**src/rtl/sump_pkg.sv**
```systemverilog
// Shared SUMP protocol definitions: opcode constants, the decoder state type
// and the short-command strobe decode used by the command framer.
package sump_pkg;

    localparam logic [7:0] OP_RESET       = 8'h00;
    localparam logic [7:0] OP_RUN         = 8'h01;
    localparam logic [7:0] OP_ID          = 8'h02;
    localparam logic [7:0] OP_META        = 8'h04;
    localparam logic [7:0] OP_XON         = 8'h11;
    localparam logic [7:0] OP_XOFF        = 8'h13;
    localparam logic [7:0] OP_DIVIDER     = 8'h80;
    localparam logic [7:0] OP_COUNT       = 8'h81;
    localparam logic [7:0] OP_FLAGS       = 8'h82;
    localparam logic [7:0] OP_TRIG_MASK   = 8'hC0;
    localparam logic [7:0] OP_TRIG_VALUE  = 8'hC1;
    localparam logic [7:0] OP_TRIG_CONFIG = 8'hC2;

    typedef enum logic [0:0] {
        IDLE = 1'b0,
        ARG  = 1'b1
    } cmd_state_t;

    typedef struct packed {
        logic reset;
        logic run;
        logic id;
        logic meta;
        logic xon;
        logic xoff;
    } op_strobe_t;

    // One-hot decode of the common short commands; anything else yields all zero.
    function automatic op_strobe_t decode_short(input logic [7:0] op);
        op_strobe_t s;
        s = 6'b000000;
        case (op)
            OP_RESET: s.reset = 1'b1;
            OP_RUN:   s.run   = 1'b1;
            OP_ID:    s.id    = 1'b1;
            OP_META:  s.meta  = 1'b1;
            OP_XON:   s.xon   = 1'b1;
            OP_XOFF:  s.xoff  = 1'b1;
            default:  s       = 6'b000000;
        endcase
        return s;
    endfunction

endpackage

```
**src/rtl/sump_cmd_decoder.sv**
```systemverilog
// SUMP byte-stream framer: classifies opcodes as 1-byte or 5-byte commands and
// emits one registered strobe per complete command, with an idle-timeout abort.
module sump_cmd_decoder
    import sump_pkg::*;
#(
    parameter int IDLE_TIMEOUT = 65536
) (
    input  logic        clk,
    input  logic        rst,
    input  logic [7:0]  rx_data,
    input  logic        rx_valid,
    output logic        cmd_valid,
    output logic        cmd_long,
    output logic [7:0]  opcode,
    output logic [31:0] data,
    output logic        op_reset,
    output logic        op_run,
    output logic        op_id,
    output logic        op_meta,
    output logic        op_xon,
    output logic        op_xoff,
    output logic        cmd_abort
);

    // A zero timeout still needs a legal one-bit counter even though it is never used.
    localparam int              CNT_W      = (IDLE_TIMEOUT > 0) ? $clog2(IDLE_TIMEOUT + 1) : 1;
    localparam bit              TIMEOUT_EN = (IDLE_TIMEOUT > 0);
    localparam logic [CNT_W-1:0] CNT_LAST  = TIMEOUT_EN ? CNT_W'(IDLE_TIMEOUT - 1) : {CNT_W{1'b0}};
    localparam logic [CNT_W-1:0] CNT_MAX   = {CNT_W{1'b1}};
    localparam logic [CNT_W-1:0] CNT_ONE   = CNT_W'(1);

    cmd_state_t       state_r;
    cmd_state_t       state_nxt_s;
    logic [1:0]       idx_r;
    logic [CNT_W-1:0] cnt_r;
    logic [7:0]       shadow_op_r;
    logic [31:0]      shadow_data_r;
    logic             timeout_s;

    logic             cmd_valid_s;
    logic             cmd_long_s;
    logic             abort_s;
    logic [7:0]       opcode_s;
    logic [31:0]      data_s;
    op_strobe_t       strobe_s;

    // An arriving byte always beats expiry, so rx_valid suppresses the timeout.
    assign timeout_s = TIMEOUT_EN && (state_r == ARG) && !rx_valid && (cnt_r == CNT_LAST);

    // State register.
    always_ff @(posedge clk) begin
        if (rst) begin
            state_r <= IDLE;
        end else begin
            state_r <= state_nxt_s;
        end
    end

    // Next-state logic.
    always_comb begin
        state_nxt_s = state_r;
        case (state_r)
            IDLE: begin
                if (rx_valid && rx_data[7]) begin
                    state_nxt_s = ARG;
                end else begin
                    state_nxt_s = IDLE;
                end
            end
            ARG: begin
                if (rx_valid) begin
                    state_nxt_s = (idx_r == 2'd3) ? IDLE : ARG;
                end else if (timeout_s) begin
                    state_nxt_s = IDLE;
                end else begin
                    state_nxt_s = ARG;
                end
            end
            default: state_nxt_s = IDLE;
        endcase
    end

    // Output decode: next values of the registered command outputs.
    always_comb begin
        cmd_valid_s = 1'b0;
        cmd_long_s  = 1'b0;
        abort_s     = 1'b0;
        opcode_s    = opcode;
        data_s      = data;
        case (state_r)
            IDLE: begin
                if (rx_valid && !rx_data[7]) begin
                    cmd_valid_s = 1'b1;
                    opcode_s    = rx_data;
                end else begin
                    cmd_valid_s = 1'b0;
                end
            end
            ARG: begin
                if (rx_valid && (idx_r == 2'd3)) begin
                    cmd_valid_s = 1'b1;
                    cmd_long_s  = 1'b1;
                    opcode_s    = shadow_op_r;
                    data_s      = {rx_data, shadow_data_r[23:0]};
                end else if (timeout_s) begin
                    abort_s = 1'b1;
                end else begin
                    cmd_valid_s = 1'b0;
                end
            end
            default: begin
                cmd_valid_s = 1'b0;
            end
        endcase
        if (cmd_valid_s) begin
            strobe_s = decode_short(opcode_s);
        end else begin
            strobe_s = 6'b000000;
        end
    end

    // Idle counter: runs only while collecting arguments, saturating rather than wrapping.
    always_ff @(posedge clk) begin
        if (rst) begin
            cnt_r <= {CNT_W{1'b0}};
        end else if (rx_valid || (state_r != ARG) || timeout_s) begin
            cnt_r <= {CNT_W{1'b0}};
        end else if (cnt_r != CNT_MAX) begin
            cnt_r <= cnt_r + CNT_ONE;
        end else begin
            cnt_r <= cnt_r;
        end
    end

    // Shadow opcode/argument capture for long commands.
    always_ff @(posedge clk) begin
        if (rst) begin
            shadow_op_r   <= 8'h00;
            shadow_data_r <= 32'h0000_0000;
            idx_r         <= 2'd0;
        end else if ((state_r == IDLE) && rx_valid && rx_data[7]) begin
            shadow_op_r   <= rx_data;
            shadow_data_r <= 32'h0000_0000;
            idx_r         <= 2'd0;
        end else if ((state_r == ARG) && rx_valid) begin
            shadow_data_r[{idx_r, 3'b000} +: 8] <= rx_data;
            idx_r                               <= idx_r + 2'd1;
        end else if (timeout_s) begin
            shadow_op_r   <= 8'h00;
            shadow_data_r <= 32'h0000_0000;
            idx_r         <= 2'd0;
        end else begin
            idx_r <= idx_r;
        end
    end

    // Registered command outputs.
    always_ff @(posedge clk) begin
        if (rst) begin
            cmd_valid <= 1'b0;
            cmd_long  <= 1'b0;
            cmd_abort <= 1'b0;
            opcode    <= 8'h00;
            data      <= 32'h0000_0000;
            op_reset  <= 1'b0;
            op_run    <= 1'b0;
            op_id     <= 1'b0;
            op_meta   <= 1'b0;
            op_xon    <= 1'b0;
            op_xoff   <= 1'b0;
        end else begin
            cmd_valid <= cmd_valid_s;
            cmd_long  <= cmd_long_s;
            cmd_abort <= abort_s;
            opcode    <= opcode_s;
            data      <= data_s;
            op_reset  <= strobe_s.reset;
            op_run    <= strobe_s.run;
            op_id     <= strobe_s.id;
            op_meta   <= strobe_s.meta;
            op_xon    <= strobe_s.xon;
            op_xoff   <= strobe_s.xoff;
        end
    end

endmodule

```
**config.mk**
```make
export PLATFORM = sky130hd
export DESIGN_NAME = sump_cmd_decoder
export DESIGN_NICKNAME = d
export VERILOG_FILES = /design/src/rtl/sump_pkg.sv /design/src/rtl/sump_cmd_decoder.sv
export SDC_FILE = /design/constraint.sdc
export NUM_CORES = 1
export LEC_CHECK = 0
export CAP_MARGIN = 30
export CORE_AREA = 2 2 118 120
export DETAILED_ROUTE_END_ITERATION = 7
export DIE_AREA = 0 0 120 122
export GPL_TIMING_DRIVEN = 0
export PLACE_DENSITY = 0.49
export SLEW_MARGIN = 20
export SYNTH_ARGS = -nofsm -noshare
export SYNTH_HDL_FRONTEND = slang
export SYNTH_SLANG_ARGS = --single-unit
```
**constraint.sdc**
```tcl
create_clock -name clk -period 7.12 [get_ports clk]
set_input_delay 1.78 -clock clk [delete_from_list [all_inputs] [get_ports clk]]
set_output_delay 1.78 -clock clk [all_outputs]
set_load 0.05 [all_outputs]
```
Word-level counts from Yosys, hierarchy flattened
Index checks and enable logic that the tools add are counted.

Add/subtract/negate cells: 3. Multipliers: 0. Div/mod/pow operators: 0. Order comparisons: 0. Equal/unequal tests: 9. Shift operators: 2. Mux-type cells: 26. Bitwise logic cells: 2. Reduce and logical (&&, ||, !) cells: 22.

Operators with widths (count): 32-bit 2-to-1 mux (2); 8-bit 2-to-1 mux (5); 32-bit bitwise mux (1); 8-bit by 7-bit variable shift with 32-bit output, first input constant (1); 8-bit by 7-bit variable part select with 32-bit output (1); 17-bit by 1-bit adder with 17-bit output, second input constant (1); 17-bit by 16-bit equality test with 1-bit output, second input constant (1); 17-bit != test, second input constant (1); 8-bit by 5-bit equality test with 1-bit output, second input constant (2); 8-bit one-hot mux with 2 select lines (1); 1-bit 2-to-1 mux (13); 8-bit by 1-bit equality test with 1-bit output, second input constant (1); 8-bit by 2-bit equality test with 1-bit output, second input constant (1); 8-bit by 3-bit equality test with 1-bit output, second input constant (1); 1-bit logical AND (8); 8-bit zero test (1); 2-bit OR reduction (4); 5-bit negator with 7-bit output (1); 2-bit 2-to-1 mux (2); 1-bit one-hot mux with 2 select lines (2); 2-bit AND reduction (2); 2-bit nonzero test (2); 3-bit OR reduction (1); 2-bit by 1-bit adder with 2-bit output, second input constant (1); other kinds (5) (8).

Register bits: 109. Latch bits: 0. RAM bits: 0. Bits in read-only memories: 0. Memories kept: 0.

Longest topological paths before layout
Depth in word-level cells: 6. Depth in mapped cells: 11.

Worst setup path before layout
No wires, ideal clock.

Path type: input-to-reg. Start: input port rx_data[7]. End: register op_xoff. Setup time: 79 ps. Arrival: 2966 ps. Setup slack: 4075 ps. Stages: 6. Path through: buf_6 -> or3b_4 -> a21oi_2 -> a21oi_1 -> or3b_1 -> nor3_1.

Word-level cells in the longest chain between the ends: 6. Elaborated cells on any way between the ends: 10. Classes of those cells: eq/ne (1); mux (5); bitwise (1); reduce/logical (3).

Ends and longest elaborated chain: start: declaration (RTL line sump_cmd_decoder.sv:10) `input logic [7:0] rx_data,`; 1-bit zero test (RTL line sump_cmd_decoder.sv:92) `if (rx_valid && !rx_data[7]) begin`; 1-bit logical AND (RTL line sump_cmd_decoder.sv:92); 8-bit 2-to-1 mux or 1-bit 2-to-1 mux (tied branches) (RTL line sump_cmd_decoder.sv:92); 8-bit one-hot mux with 2 select lines or 1-bit one-hot mux with 2 select lines (tied branches) (RTL line sump_cmd_decoder.sv:90) `case (state_r)`; 8-bit by 5-bit equality test with 1-bit output or 1-bit inverter (tied branches); 1-bit 2-to-1 mux or 2-bit OR reduction (tied branches); end signal: assignment (RTL line sump_cmd_decoder.sv:182) `op_xoff <= strobe_s.xoff;`; end: declaration (RTL line sump_cmd_decoder.sv:21) `output logic op_xoff,`.

Several ways; a longest one is shown, not always the timed one. A chain may end at the register's enable or synchronous reset.

Final worst setup path
Start: input port rx_valid. End: register op_run.

Word-level cells in the longest chain between the ends: 5. Elaborated cells on any way between the ends: 12. Classes of those cells: eq/ne (1); mux (7); bitwise (1); reduce/logical (3).

Ends and longest elaborated chain: start: declaration (RTL line sump_cmd_decoder.sv:11) `input logic rx_valid,`; 1-bit logical AND (on tied branches) (RTL line sump_cmd_decoder.sv:100, sump_cmd_decoder.sv:92); 8-bit 2-to-1 mux, or another cell as far along (RTL line sump_cmd_decoder.sv:100) `if (rx_valid && (idx_r == 2'd3)) begin`; 8-bit one-hot mux with 2 select lines or 1-bit one-hot mux with 2 select lines (tied branches) (RTL line sump_cmd_decoder.sv:90); 8-bit by 1-bit equality test with 1-bit output or 1-bit inverter (tied branches); 1-bit 2-to-1 mux or 2-bit OR reduction (tied branches); end signal: assignment (RTL line sump_cmd_decoder.sv:178) `op_run <= strobe_s.run;`; end: declaration (RTL line sump_cmd_decoder.sv:17) `output logic op_run,`.

Several ways; a longest one is shown, not always the timed one.

==> reports/metrics.cfg <==
[final_layout]
fillers=1402
final_core_util_pct=37.28
final_area_sq_um=5035
antenna_cells=0
nNetsFinal=537
drive_gt1_share_pct=7.648
area_delta_synth_final_pct=28.19

[route]
num_vias=3285
drtAntennaViolNets=0
wl_mm=9.895
viasPerCell=4.673
drtIter0Drc=230
drtPass1Iterations=4
drc_errors=0
wl_per_cell_microns=14.08

[synthesis]
syn_inst=449
synth_cell_types=45
synth-xor-area-share_pct=3.122
synth-adder-area-share_pct=2.549
avgSynthCellArea_sq_um=8.747
ys_warn_count=0
syn_nets=468
syn-cell-area_sq_um=3928
synth_ff_type=dfxtp_1
synth_seq_area_share_pct=51.48
synth-compound-area-share_pct=14.11
synthSimpleGateAreaFrac_pct=23.42
synth_edf_count=0
synth_mux_area_share_pct=1.306
synth_top_family_by_area=simple AND/OR/NAND/NOR gates
async_reset_ff_share_pct=0
yosys_register_bits=101

[timing]
hold_violations=0
tightestPinTransition_ps=746.0
slew_violations=0
fin_crit_ps=3453
setup_viol=0
grt_setup_unrepaired=no
post-route-period-util_pct=48.50
fin_ws_ps=3667
fmax_ghz=0.2896
relSlewSlack_pct=49.85
finalClockSkew_ps=4.943
finalSetupTns_ps=0

[global_routing]
overflow=0
grt_usage_pct=14.55
grt_pass1_vias=3225
grt_pass1_wl_mm=16.39
antenna_found_initial=0
grt_max_degree=17

[place]
place.gp.congestion=0.7617
dp_hpwl_mm=7.058
dpl_cell_area_sq_um=4733
place_ws_ps=3310
port_buffers=58

[setup_path]
start_kind=primary input
path_cells=clkdlybuf4s50_1 > buf_4 > buf_2 > a21oi_1 > a21oi_1 > nand4_1 > nor4b_1
required_ps=7360
endpoint_kind=flop
critPathKind=primary input to flop
critPathTopFamily=buffers and inverters
crit_top_cell=a21oi_1
worstReg2RegStart=cnt_r[6]$_SDFFE_PP0P_
worst_path_max_delay_cell=clkdlybuf4s50_1
cp.arrival_ps=3700
path_buf_inv=3
r2r_slack_ps=4370
worst-r2r-cell-count=11
critical-path-max-stage-delay_ps=560
cp_max_fo=10
reg2reg_to=cnt_r[15]$_SDFFE_PP0P_

[floorplanning]
die_h_microns=122
io_pins=60
die_area_sq_um=14640
fp-row-count=43
initial_core_util_pct=29.08
core_area_sq_um=13500
die_w_microns=120

[clocking]
clk_latency_ps=350
numCtsBuffers=9
clock_tree.root_cell=clkbuf_16
hold_buffers=0
cts_sinks=101
cts_resized=0
postCtsSetupRepairBufs=0
clk_path_buf_depth=2
tritoncts=done
cts.clk_slew.worst_paths_ps=70
htree_num_levels=3

[job]
drv_cap=0

[hold_path]
worstHoldStart=data[9]$_SDFFE_PP0P_
min_path_type=flop to flop
hold_end=data[9]$_SDFFE_PP0P_
whs_path_depth=2

[pwr]
leakage_nw=1.698
peakVddDrop_mv=0.09117
cellPowerDensity_nw_per_um2=227.9
power.total_mw=1.148

[run_status]
status=finished, final reports clean

logic make-up (layout without fill, tap and decap cells):
logic type	Yosys count	after routing
buffers and inverters	35	109
AO/OA/AOI/OAI	91	91
XOR/XNOR	14	14
adder cells (fa/ha/maj)	8	8
multiplexers	5	5
flip-flops	101	101
AND/OR/NAND/NOR	195	195
sequential cells by signal (all words and copies together), names as in the netlist, 2 cells and up:
| signal | count |
|---|---|
| cnt_r | 17 |
| data | 32 |
| idx_r | 2 |
| opcode | 8 |
| shadow_data_r | 24 |
| shadow_op_r | 8 |
power by group:
group	leakage, nW	internal (mW)	switching, mW
logic	0.741	0.0265	0.0515
registers	0.816	0.572	0.00437
clock network	0.142	0.283	0.211
total	1.70	0.881	0.266
worst max-delay path by stage:
stage / startpoint / end / depth (start not counted)
6_report: rx_valid / op_run$_SDFF_PP0_ / 7
5_1_grt: rx_valid / op_run$_SDFF_PP0_ / 7
4_1_cts: rx_valid / op_run$_SDFF_PP0_ / 7
3_5_place_dp: rx_data[7] / shadow_data_r[23]$_SDFFE_PP0P_ / 7
3_3_place_gp: rx_valid / op_run$_SDFF_PP0_ / 7
2_1_floorplan: rx_data[7] / op_xoff$_SDFF_PP0_ / 6
synthesized netlist by cell type (all sizes together), types with 6 or more instances:
cell | n | area [sq um]
clkbuf | 12 | 45.04
nor2 | 63 | 239.0
ha | 8 | 100.1
nand2 | 75 | 281.5
dfxtp | 101 | 2022
a22oi | 34 | 255.2
xor2 | 12 | 105.1
o21ai | 9 | 45.04
a21oi | 43 | 219.0
buf | 14 | 78.83
nand4 | 6 | 37.54
inv | 9 | 33.78
nand3 | 13 | 70.07
nor3 | 8 | 45.04
per-layer routing:
| metal | wire (microns) | global-route usage [%] | share of wire, % |
|---|---|---|---|
| met3 | 372 | 3.230 | 3.8 |
| met4 | 204 | 7.647 | 2.1 |
| met5 | 0 | 0 | 0 |
| met1 | 4531 | 18.11 | 46 |
| met2 | 4785 | 23.58 | 48 |
tightest hold or removal path: stages, from the launching register on:
cell and delay (ps):
dfxtp_1 310, nand2_1 50, a21oi_1 50
cell usage in the layout (no fill, tap or decap), drive strengths merged, types with 3 or more instances in the layout:
cell,instances
clkbuf,23
nand4,6
a21oi,43
ha,8
buf,14
nor3,8
xor2,12
nand2b,5
nor3b,3
nand2,75
nand3,13
nor4b,3
nor2,63
a22oi,34
inv,10
mux2i,4
o21ai,9
clkdlybuf4s50,58
dfxtp,101
or3b,3
a31oi,3
and2,3
area by class of cell:
class / instances / area [sq um] / share of cell area [%]
clock buffer: 11 / 242.7 / 4.821
timing repair buffer: 58 / 580.6 / 11.53
tap: 180 / 225.2 / 4.473
inverter: 9 / 33.78 / 0.6710
clock inverter: 5 / 58.81 / 1.168
multi-input combinational: 313 / 1748 / 34.72
sequential: 101 / 2022 / 40.16
buffer: 26 / 123.9 / 2.460
through the flow:
stage	cells	hold slack, ps
floorplan	449	431.6
global placement	687	444.7
detailed placement	687	446.9
CTS	703	456.9
global route	703	469.9
finish	703	454.0
No activity file was read; power rests on OpenSTA's default activity.
